### src/rtl/event_log_pkg.sv
// Shared constants for the event log: default geometry, drop-counter limits, entry layout.
package event_log_pkg;

  localparam int unsigned WIDTH_DEF    = 32;
  localparam int unsigned DEPTH_DEF    = 16;
  localparam int unsigned TS_WIDTH_DEF = 16;

  localparam int unsigned DROP_W = 8;
  localparam logic [DROP_W-1:0] DROP_SAT = DROP_W'(255);

  // Stored entry is {event word, timestamp}: event in the high field, timestamp low.
  localparam int unsigned ENTRY_W_DEF = WIDTH_DEF + TS_WIDTH_DEF;

  function automatic int unsigned entry_w(input int unsigned ev_w, input int unsigned ts_w);
    return ev_w + ts_w;
  endfunction

endpackage

### src/rtl/event_log_if.sv
// Monitor/host-facing bundle of the event log: capture controls in, FIFO head and status out.
interface event_log_if import event_log_pkg::*; #(
  parameter int unsigned WIDTH    = WIDTH_DEF,
  parameter int unsigned DEPTH    = DEPTH_DEF,
  parameter int unsigned TS_WIDTH = TS_WIDTH_DEF
) ();

  localparam int unsigned CW = $clog2(DEPTH) + 1;

  logic                enable;
  logic                clear;
  logic [WIDTH-1:0]    i_event;
  logic                i_pop;
  logic                o_valid;
  logic [WIDTH-1:0]    o_event;
  logic [TS_WIDTH-1:0] o_timestamp;
  logic [CW-1:0]       o_count;
  logic                o_full;
  logic                o_empty;
  logic [DROP_W-1:0]   o_drop_ctr;

  modport master (
    output enable, clear, i_event, i_pop,
    input  o_valid, o_event, o_timestamp, o_count, o_full, o_empty, o_drop_ctr
  );

  modport slave (
    input  enable, clear, i_event, i_pop,
    output o_valid, o_event, o_timestamp, o_count, o_full, o_empty, o_drop_ctr
  );

endinterface

### src/rtl/event_log_sync_fifo.sv
// Single-clock show-ahead FIFO with a separately tracked occupancy count.
module event_log_sync_fifo import event_log_pkg::*; #(
  parameter int unsigned DW    = ENTRY_W_DEF,
  parameter int unsigned DEPTH = DEPTH_DEF
) (
  input  logic                       clk,
  input  logic                       rst_n,
  input  logic                       clr,
  input  logic                       push,
  input  logic                       pop,
  input  logic [DW-1:0]              wdata,
  output logic [DW-1:0]              rdata,
  output logic [$clog2(DEPTH):0]     count,
  output logic                       full,
  output logic                       empty
);

  localparam int unsigned AW = $clog2(DEPTH);
  localparam int unsigned CW = AW + 1;

  logic [DW-1:0] mem [DEPTH];
  logic [AW-1:0] wr_ptr;
  logic [AW-1:0] rd_ptr;
  logic          push_eff;
  logic          pop_eff;

  assign full  = (count == CW'(DEPTH));
  assign empty = (count == '0);

  // A push into a full FIFO is only accepted when the head leaves in the same cycle.
  always_comb begin
    push_eff = 1'b0;
    pop_eff  = 1'b0;
    if (!clr) begin
      pop_eff  = pop && !empty;
      push_eff = push && (!full || pop_eff);
    end
  end

  // Pointers and occupancy; clear wins over any traffic in the same cycle.
  always_ff @(posedge clk or negedge rst_n) begin
    if (!rst_n) begin
      wr_ptr <= '0;
      rd_ptr <= '0;
      count  <= '0;
    end else if (clr) begin
      wr_ptr <= '0;
      rd_ptr <= '0;
      count  <= '0;
    end else begin
      if (push_eff) wr_ptr <= wr_ptr + AW'(1);
      if (pop_eff)  rd_ptr <= rd_ptr + AW'(1);
      case ({push_eff, pop_eff})
        2'b10:   count <= count + CW'(1);
        2'b01:   count <= count - CW'(1);
        default: count <= count;
      endcase
    end
  end

  // Storage write; contents are left stale on clear since the count masks them.
  always_ff @(posedge clk) begin
    if (push_eff) mem[wr_ptr] <= wdata;
  end

  // Head is shown combinationally and forced to zero while empty.
  assign rdata = empty ? '0 : mem[rd_ptr];

endmodule

### src/rtl/event_log.sv
// Timestamped capture of non-zero monitor event words into a show-ahead FIFO.
module event_log import event_log_pkg::*; #(
  parameter int unsigned WIDTH    = WIDTH_DEF,
  parameter int unsigned DEPTH    = DEPTH_DEF,
  parameter int unsigned TS_WIDTH = TS_WIDTH_DEF
) (
  input  logic      clk,
  input  logic      reset,
  event_log_if.slave bus
);

  localparam int unsigned EW = entry_w(WIDTH, TS_WIDTH);
  localparam int unsigned CW = $clog2(DEPTH) + 1;

  logic [TS_WIDTH-1:0] ts;
  logic [DROP_W-1:0]   drop_ctr;
  logic                push_req;
  logic                drop;
  logic [EW-1:0]       wdata;
  logic [EW-1:0]       rdata;
  logic [CW-1:0]       count;
  logic                full;
  logic                empty;

  assign push_req = bus.enable && (bus.i_event != '0);
  assign wdata    = {bus.i_event, ts};
  // A full FIFO loses the event unless the head is popped in the same cycle.
  assign drop     = push_req && full && !bus.i_pop;

  event_log_sync_fifo #(
    .DW    (EW),
    .DEPTH (DEPTH)
  ) u_fifo (
    .clk   (clk),
    .rst_n (reset),
    .clr   (bus.clear),
    .push  (push_req),
    .pop   (bus.i_pop),
    .wdata (wdata),
    .rdata (rdata),
    .count (count),
    .full  (full),
    .empty (empty)
  );

  // Free-running timestamp, advancing only while capture is enabled.
  always_ff @(posedge clk or negedge reset) begin
    if (!reset) begin
      ts <= '0;
    end else if (bus.clear) begin
      ts <= '0;
    end else if (bus.enable) begin
      ts <= ts + TS_WIDTH'(1);
    end
  end

  // Saturating count of events lost to a full FIFO.
  always_ff @(posedge clk or negedge reset) begin
    if (!reset) begin
      drop_ctr <= '0;
    end else if (bus.clear) begin
      drop_ctr <= '0;
    end else if (drop && (drop_ctr != DROP_SAT)) begin
      drop_ctr <= drop_ctr + DROP_W'(1);
    end
  end

  assign bus.o_valid     = !empty;
  assign bus.o_event     = rdata[EW-1 -: WIDTH];
  assign bus.o_timestamp = rdata[TS_WIDTH-1:0];
  assign bus.o_count     = count;
  assign bus.o_full      = full;
  assign bus.o_empty     = empty;
  assign bus.o_drop_ctr  = drop_ctr;

endmodule

### src/flat_wrapper.sv
// flat-port wrapper written by rule: the top's interface ports become plain ports
module event_log_flat import event_log_pkg::*;
#(
  parameter int unsigned WIDTH    = WIDTH_DEF,
  parameter int unsigned DEPTH    = DEPTH_DEF,
  parameter int unsigned TS_WIDTH = TS_WIDTH_DEF
)
  (clk, reset, bus_enable, bus_clear, bus_i_event, bus_i_pop, bus_o_valid, bus_o_event, bus_o_timestamp, bus_o_count, bus_o_full, bus_o_empty, bus_o_drop_ctr);
  event_log_if #(.WIDTH(WIDTH), .DEPTH(DEPTH), .TS_WIDTH(TS_WIDTH)) bus_i ();
  input  logic clk;
  input  logic reset;
  input wire logic [$bits(bus_i.enable)-1:0] bus_enable;
  input wire logic [$bits(bus_i.clear)-1:0] bus_clear;
  input wire logic [$bits(bus_i.i_event)-1:0] bus_i_event;
  input wire logic [$bits(bus_i.i_pop)-1:0] bus_i_pop;
  output wire logic [$bits(bus_i.o_valid)-1:0] bus_o_valid;
  output wire logic [$bits(bus_i.o_event)-1:0] bus_o_event;
  output wire logic [$bits(bus_i.o_timestamp)-1:0] bus_o_timestamp;
  output wire logic [$bits(bus_i.o_count)-1:0] bus_o_count;
  output wire logic [$bits(bus_i.o_full)-1:0] bus_o_full;
  output wire logic [$bits(bus_i.o_empty)-1:0] bus_o_empty;
  output wire logic [$bits(bus_i.o_drop_ctr)-1:0] bus_o_drop_ctr;
  assign bus_i.enable = bus_enable;
  assign bus_i.clear = bus_clear;
  assign bus_i.i_event = bus_i_event;
  assign bus_i.i_pop = bus_i_pop;
  assign bus_o_valid = bus_i.o_valid;
  assign bus_o_event = bus_i.o_event;
  assign bus_o_timestamp = bus_i.o_timestamp;
  assign bus_o_count = bus_i.o_count;
  assign bus_o_full = bus_i.o_full;
  assign bus_o_empty = bus_i.o_empty;
  assign bus_o_drop_ctr = bus_i.o_drop_ctr;
  event_log #(.WIDTH(WIDTH), .DEPTH(DEPTH), .TS_WIDTH(TS_WIDTH)) u_core (.clk(clk), .reset(reset), .bus(bus_i));
endmodule
### config.mk
export PLATFORM = sky130hd
export DESIGN_NAME = event_log_flat
export DESIGN_NICKNAME = d
export VERILOG_FILES = /design/src/rtl/event_log_pkg.sv /design/src/rtl/event_log_if.sv /design/src/rtl/event_log_sync_fifo.sv /design/src/rtl/event_log.sv /design/src/flat_wrapper.sv
export SDC_FILE = /design/constraint.sdc
export NUM_CORES = 1
export LEC_CHECK = 0
export BUFFER_PORTS_ARGS = -buffer_cell sky130_fd_sc_hd__buf_4
export CAP_MARGIN = 30
export CORE_AREA = 2 2 242 244
export DETAILED_ROUTE_END_ITERATION = 8
export DIE_AREA = 0 0 244 246
export PLACE_DENSITY = 0.81
export SLEW_MARGIN = 30
export SYNTH_ARGS = -nofsm -noshare
export SYNTH_HDL_FRONTEND = slang
export SYNTH_SLANG_ARGS = --single-unit
### constraint.sdc
create_clock -name clk -period 3.2 [get_ports clk]
set_clock_uncertainty 0.05 [all_clocks]
set_input_delay 0.16 -clock clk [delete_from_list [all_inputs] [get_ports clk]]
set_output_delay 0.16 -clock clk [all_outputs]
set_load 0.02 [all_outputs]
==> metrics <==
outcome completed; post-layout util 0.643; fraction of final layout cells with drive strength greater than 1 0.361; sequential cell area in the final layout between 0.02 and 0.025 mm^2; fraction of registers with async set or reset after synthesis 0.0460; power density of the placed cells 740 mW/mm^2; number of DRC violations after detailed routing 0; library cell used as clock root buffer sky130_fd_sc_hd__clkbuf_16; worst slew slack as a fraction of its limit 0.457; number of cells produced by synthesis 1357; most instantiated flip-flop cell in the synthesis netlist sky130_fd_sc_hd__edfxtp_1; largest area contributor in the synthesized netlist sky130_fd_sc_hd__edfxtp_1; final critical path time including I/O delays and setup 3180 ps; Worst setup SP type flip-flop; MaxCap Viol Count 0; number of I/O pins 101; area of the mapped netlist 0.0313 mm^2; GR Layer Usage met2 0.462; WS Path Type reg -> out; # rows 88; clock transition at the registers of the reported paths 60 ps; remaining antenna violation count 0; Via density 6.59; final setup violation count 0; total iterations of the first detailed-routing run 6; port buffer count 100; vias after detailed routing 16006; Non-Filler Cell Area, Final 0.0369 mm^2; sequential element share of the synthesized area 0.767; most common cell after layout, fill and taps aside sky130_fd_sc_hd__edfxtp_1; net switching component of the power roughly 7.3 mW; starting utilization of the core area 0.545; footprint of the multi-input gates 0.00704 mm^2; largest net degree at the start of global routing 72; met3 routing resource usage after global routing 0.0544; Reg2Reg Launch Point u_core.u_fifo.count[0]; part of the cycle the worst path needs 0.994; post-detailed-placement cell area between 0.03 and 0.04 mm^2; wire length of the first global-routing pass 114 mm; Register-to-Register Path Depth 11; register-to-register setup slack around 70 ps; FF+latch count, synth about 810; final setup TNS 0 ps; switching part of the total power 0.267; highest ir drop seen on vdd about 0.48 mV; gr usage total 0.268; clock sink count 805; final net count 1650; area share of the largest cell type after synthesis 0.737; cell total after placement ~2200; Max Transition Viols Final 0; nature of the critical path endpoint primary output; clock latency on the worst-skew pair 610 ps; CTS tree yes; Comb pwr share 0.232; most frequent cells in the layout sky130_fd_sc_hd__edfxtp_1, sky130_fd_sc_hd__mux4_2, sky130_fd_sc_hd__buf_4, sky130_fd_sc_hd__clkbuf_16, sky130_fd_sc_hd__and2_1; RSZ-0062 raised after global routing yes; Final Hold Vio Count 0; final estimated routing congestion in global placement 0.762; internal power roughly 20 mW; Die Height 246 um; met1 capacity usage during global routing 0.337; aggregate global routing overflow 0; final cell count without fillers approximately 2400; highest attainable clock frequency around 310 MHz; floorplan core area 0.0574 mm^2; number of CTS-inserted buffers between 70 and 80; Worst Path Arrival 2970 ps; final routed wirelength across all metal layers between 70 and 80 mm; Area growth, synth to finish 17.8%; Max H-tree Level 3; Clock power frac 0.337; number of fill cells 3435; diodes inserted 0; distinct cell type count after synthesis 42; class of the most critical hold timing path in -> async; Post-Synthesis Mean Instance Area between 20 and 25 um^2; fraction of power consumed by sequential logic 0.431; clock tree buffer depth 3; placed wire-length estimate after detailed placement ~36 mm; number of nets produced by synthesis approximately 1400; measured slew at the worst slew-check pin 814 ps; CP required around 3000 ps; average routed wire per standard cell about 32 um; number of warnings reported in the yosys synthesis log 0; capturing point of the worst reg2reg path u_core.u_fifo.count[4]; busiest layer in global routing met2; leakage power figure 12.0 nW; Max Fanout on Critical Path 7; dominant cells by area after synthesis sky130_fd_sc_hd__edfxtp_1, sky130_fd_sc_hd__mux4_2, sky130_fd_sc_hd__dfrtp_1, sky130_fd_sc_hd__and2_1, sky130_fd_sc_hd__clkbuf_1; die boundary width between 200 and 250 um; number of antenna violations at the first check in global routing 1; number of enable-type register cells in the synthesized netlist 768; number of DRC markers after the initial detailed-route iteration 2112; via count of the first global-routing pass between 15000 and 20000; die area between 0.06 and 0.07 mm^2
power groups by stage:
stage          logic, mW  clock network [mW]  registers [mW]
6_report            6.33                9.19            11.7
5_1_grt             6.65                9.60            11.8
4_1_cts             6.29                9.20            11.7
3_5_place_dp        5.96                   0            12.0
3_3_place_gp        5.89                   0            11.9
2_1_floorplan       3.84                   0            12.0
metrics by stage:
stage               setup WS (ps)  hold WS (ps)  power (mW)
floorplan                    -439          -186        15.8
global placement            -40.3           122        17.8
detailed placement          -18.8           128        17.9
CTS                         -38.2          19.1        27.2
global route                -45.8          68.5        28.0
finish                       18.3          23.4        27.3
synth_stat cells (all sizes together) (2+ instances only):
cell type / number
o21ai: 11
ha: 10
mux4: 240
mux2: 5
nor3b: 2
nand2: 10
edfxtp: 768
o211ai: 2
mux2i: 4
dfrtp: 37
or4: 2
nor3: 5
clkbuf: 42
o21a: 3
nor4: 9
inv: 9
nor2b: 6
nand4: 7
or3: 10
nand3: 12
xor2: 14
and3: 18
and2: 48
buf: 28
nor2: 30
a21oi: 12
xnor2: 6
what timing repair did:
| item | 4_1_cts | 5_1_grt |
|---|---|---|
| gates cloned | 1 | 0 |
| endpoints found under the setup margin | 35 | 20 |
| endpoints found under the hold margin | 569 | 0 |
| pin swaps | 0 | 1 |
| buffers inserted | 10 | 1 |
| resized for setup | 8 | 8 |
| hold buffers | 38 | 0 |
flip-flops by register name, indices dropped and copies added, names as in the netlist:
register,flops
u_core.u_fifo.count,5
u_core.u_fifo.mem,768
u_core.u_fifo.rd_ptr,4
u_core.ts,16
u_core.u_fifo.wr_ptr,4
u_core.bus.o_drop_ctr,8
worst max-delay path, cell delays in order (launching register included):
cell	delay, ps
sky130_fd_sc_hd__dfrtp_4	500
sky130_fd_sc_hd__buf_12	170
sky130_fd_sc_hd__buf_4	170
sky130_fd_sc_hd__mux4_2	550
sky130_fd_sc_hd__mux4_2	540
sky130_fd_sc_hd__and2_1	240
sky130_fd_sc_hd__buf_4	180
worst max path at each step:
stage                                  from                 endpoint  depth (start not counted)
floorplan            u_core.u_fifo.count[4]  u_core.u_fifo.mem[7][0]                          4
global placement            bus_i_event[16]   u_core.u_fifo.count[4]                         14
detailed placement          bus_i_event[16]   u_core.u_fifo.count[4]                         14
CTS                 u_core.u_fifo.rd_ptr[0]      bus_o_timestamp[14]                          5
global route        u_core.u_fifo.rd_ptr[0]      bus_o_timestamp[14]                          5
finish              u_core.u_fifo.rd_ptr[0]       bus_o_timestamp[4]                          6
area by class of cell:
cell class | instances | area share
Sequential cell | 805 | 0.651
Multi-Input combinational cell | 473 | 0.191
Timing Repair Buffer | 235 | 0.0629
Clock buffer | 97 | 0.0566
Tap cell | 765 | 0.0260
Clock inverter | 44 | 0.0115
Inverter | 9 | 0.000984
layer usage:
metal / part of all wire / vias up
met4: 0.037 / 2
met5: 0.00016 / -
met3: 0.10 / 223
met2: 0.52 / 1226
li1: - / 6226
met1: 0.34 / 8329
cell families (layout without fill, tap and decap cells):
kind of cell | Yosys count | count (layout) | synth area share
AO/OA/AOI/OAI | 32 | 32 | 0.00700
AND/OR/NAND/NOR | 161 | 161 | 0.0289
XOR/XNOR | 20 | 20 | 0.00560
buffers and inverters | 79 | 385 | 0.0112
multiplexers | 249 | 249 | 0.176
flip-flops | 805 | 805 | 0.767
adder cells (fa/ha/maj) | 11 | 11 | 0.00464
(Power assumes the default switching activity.)
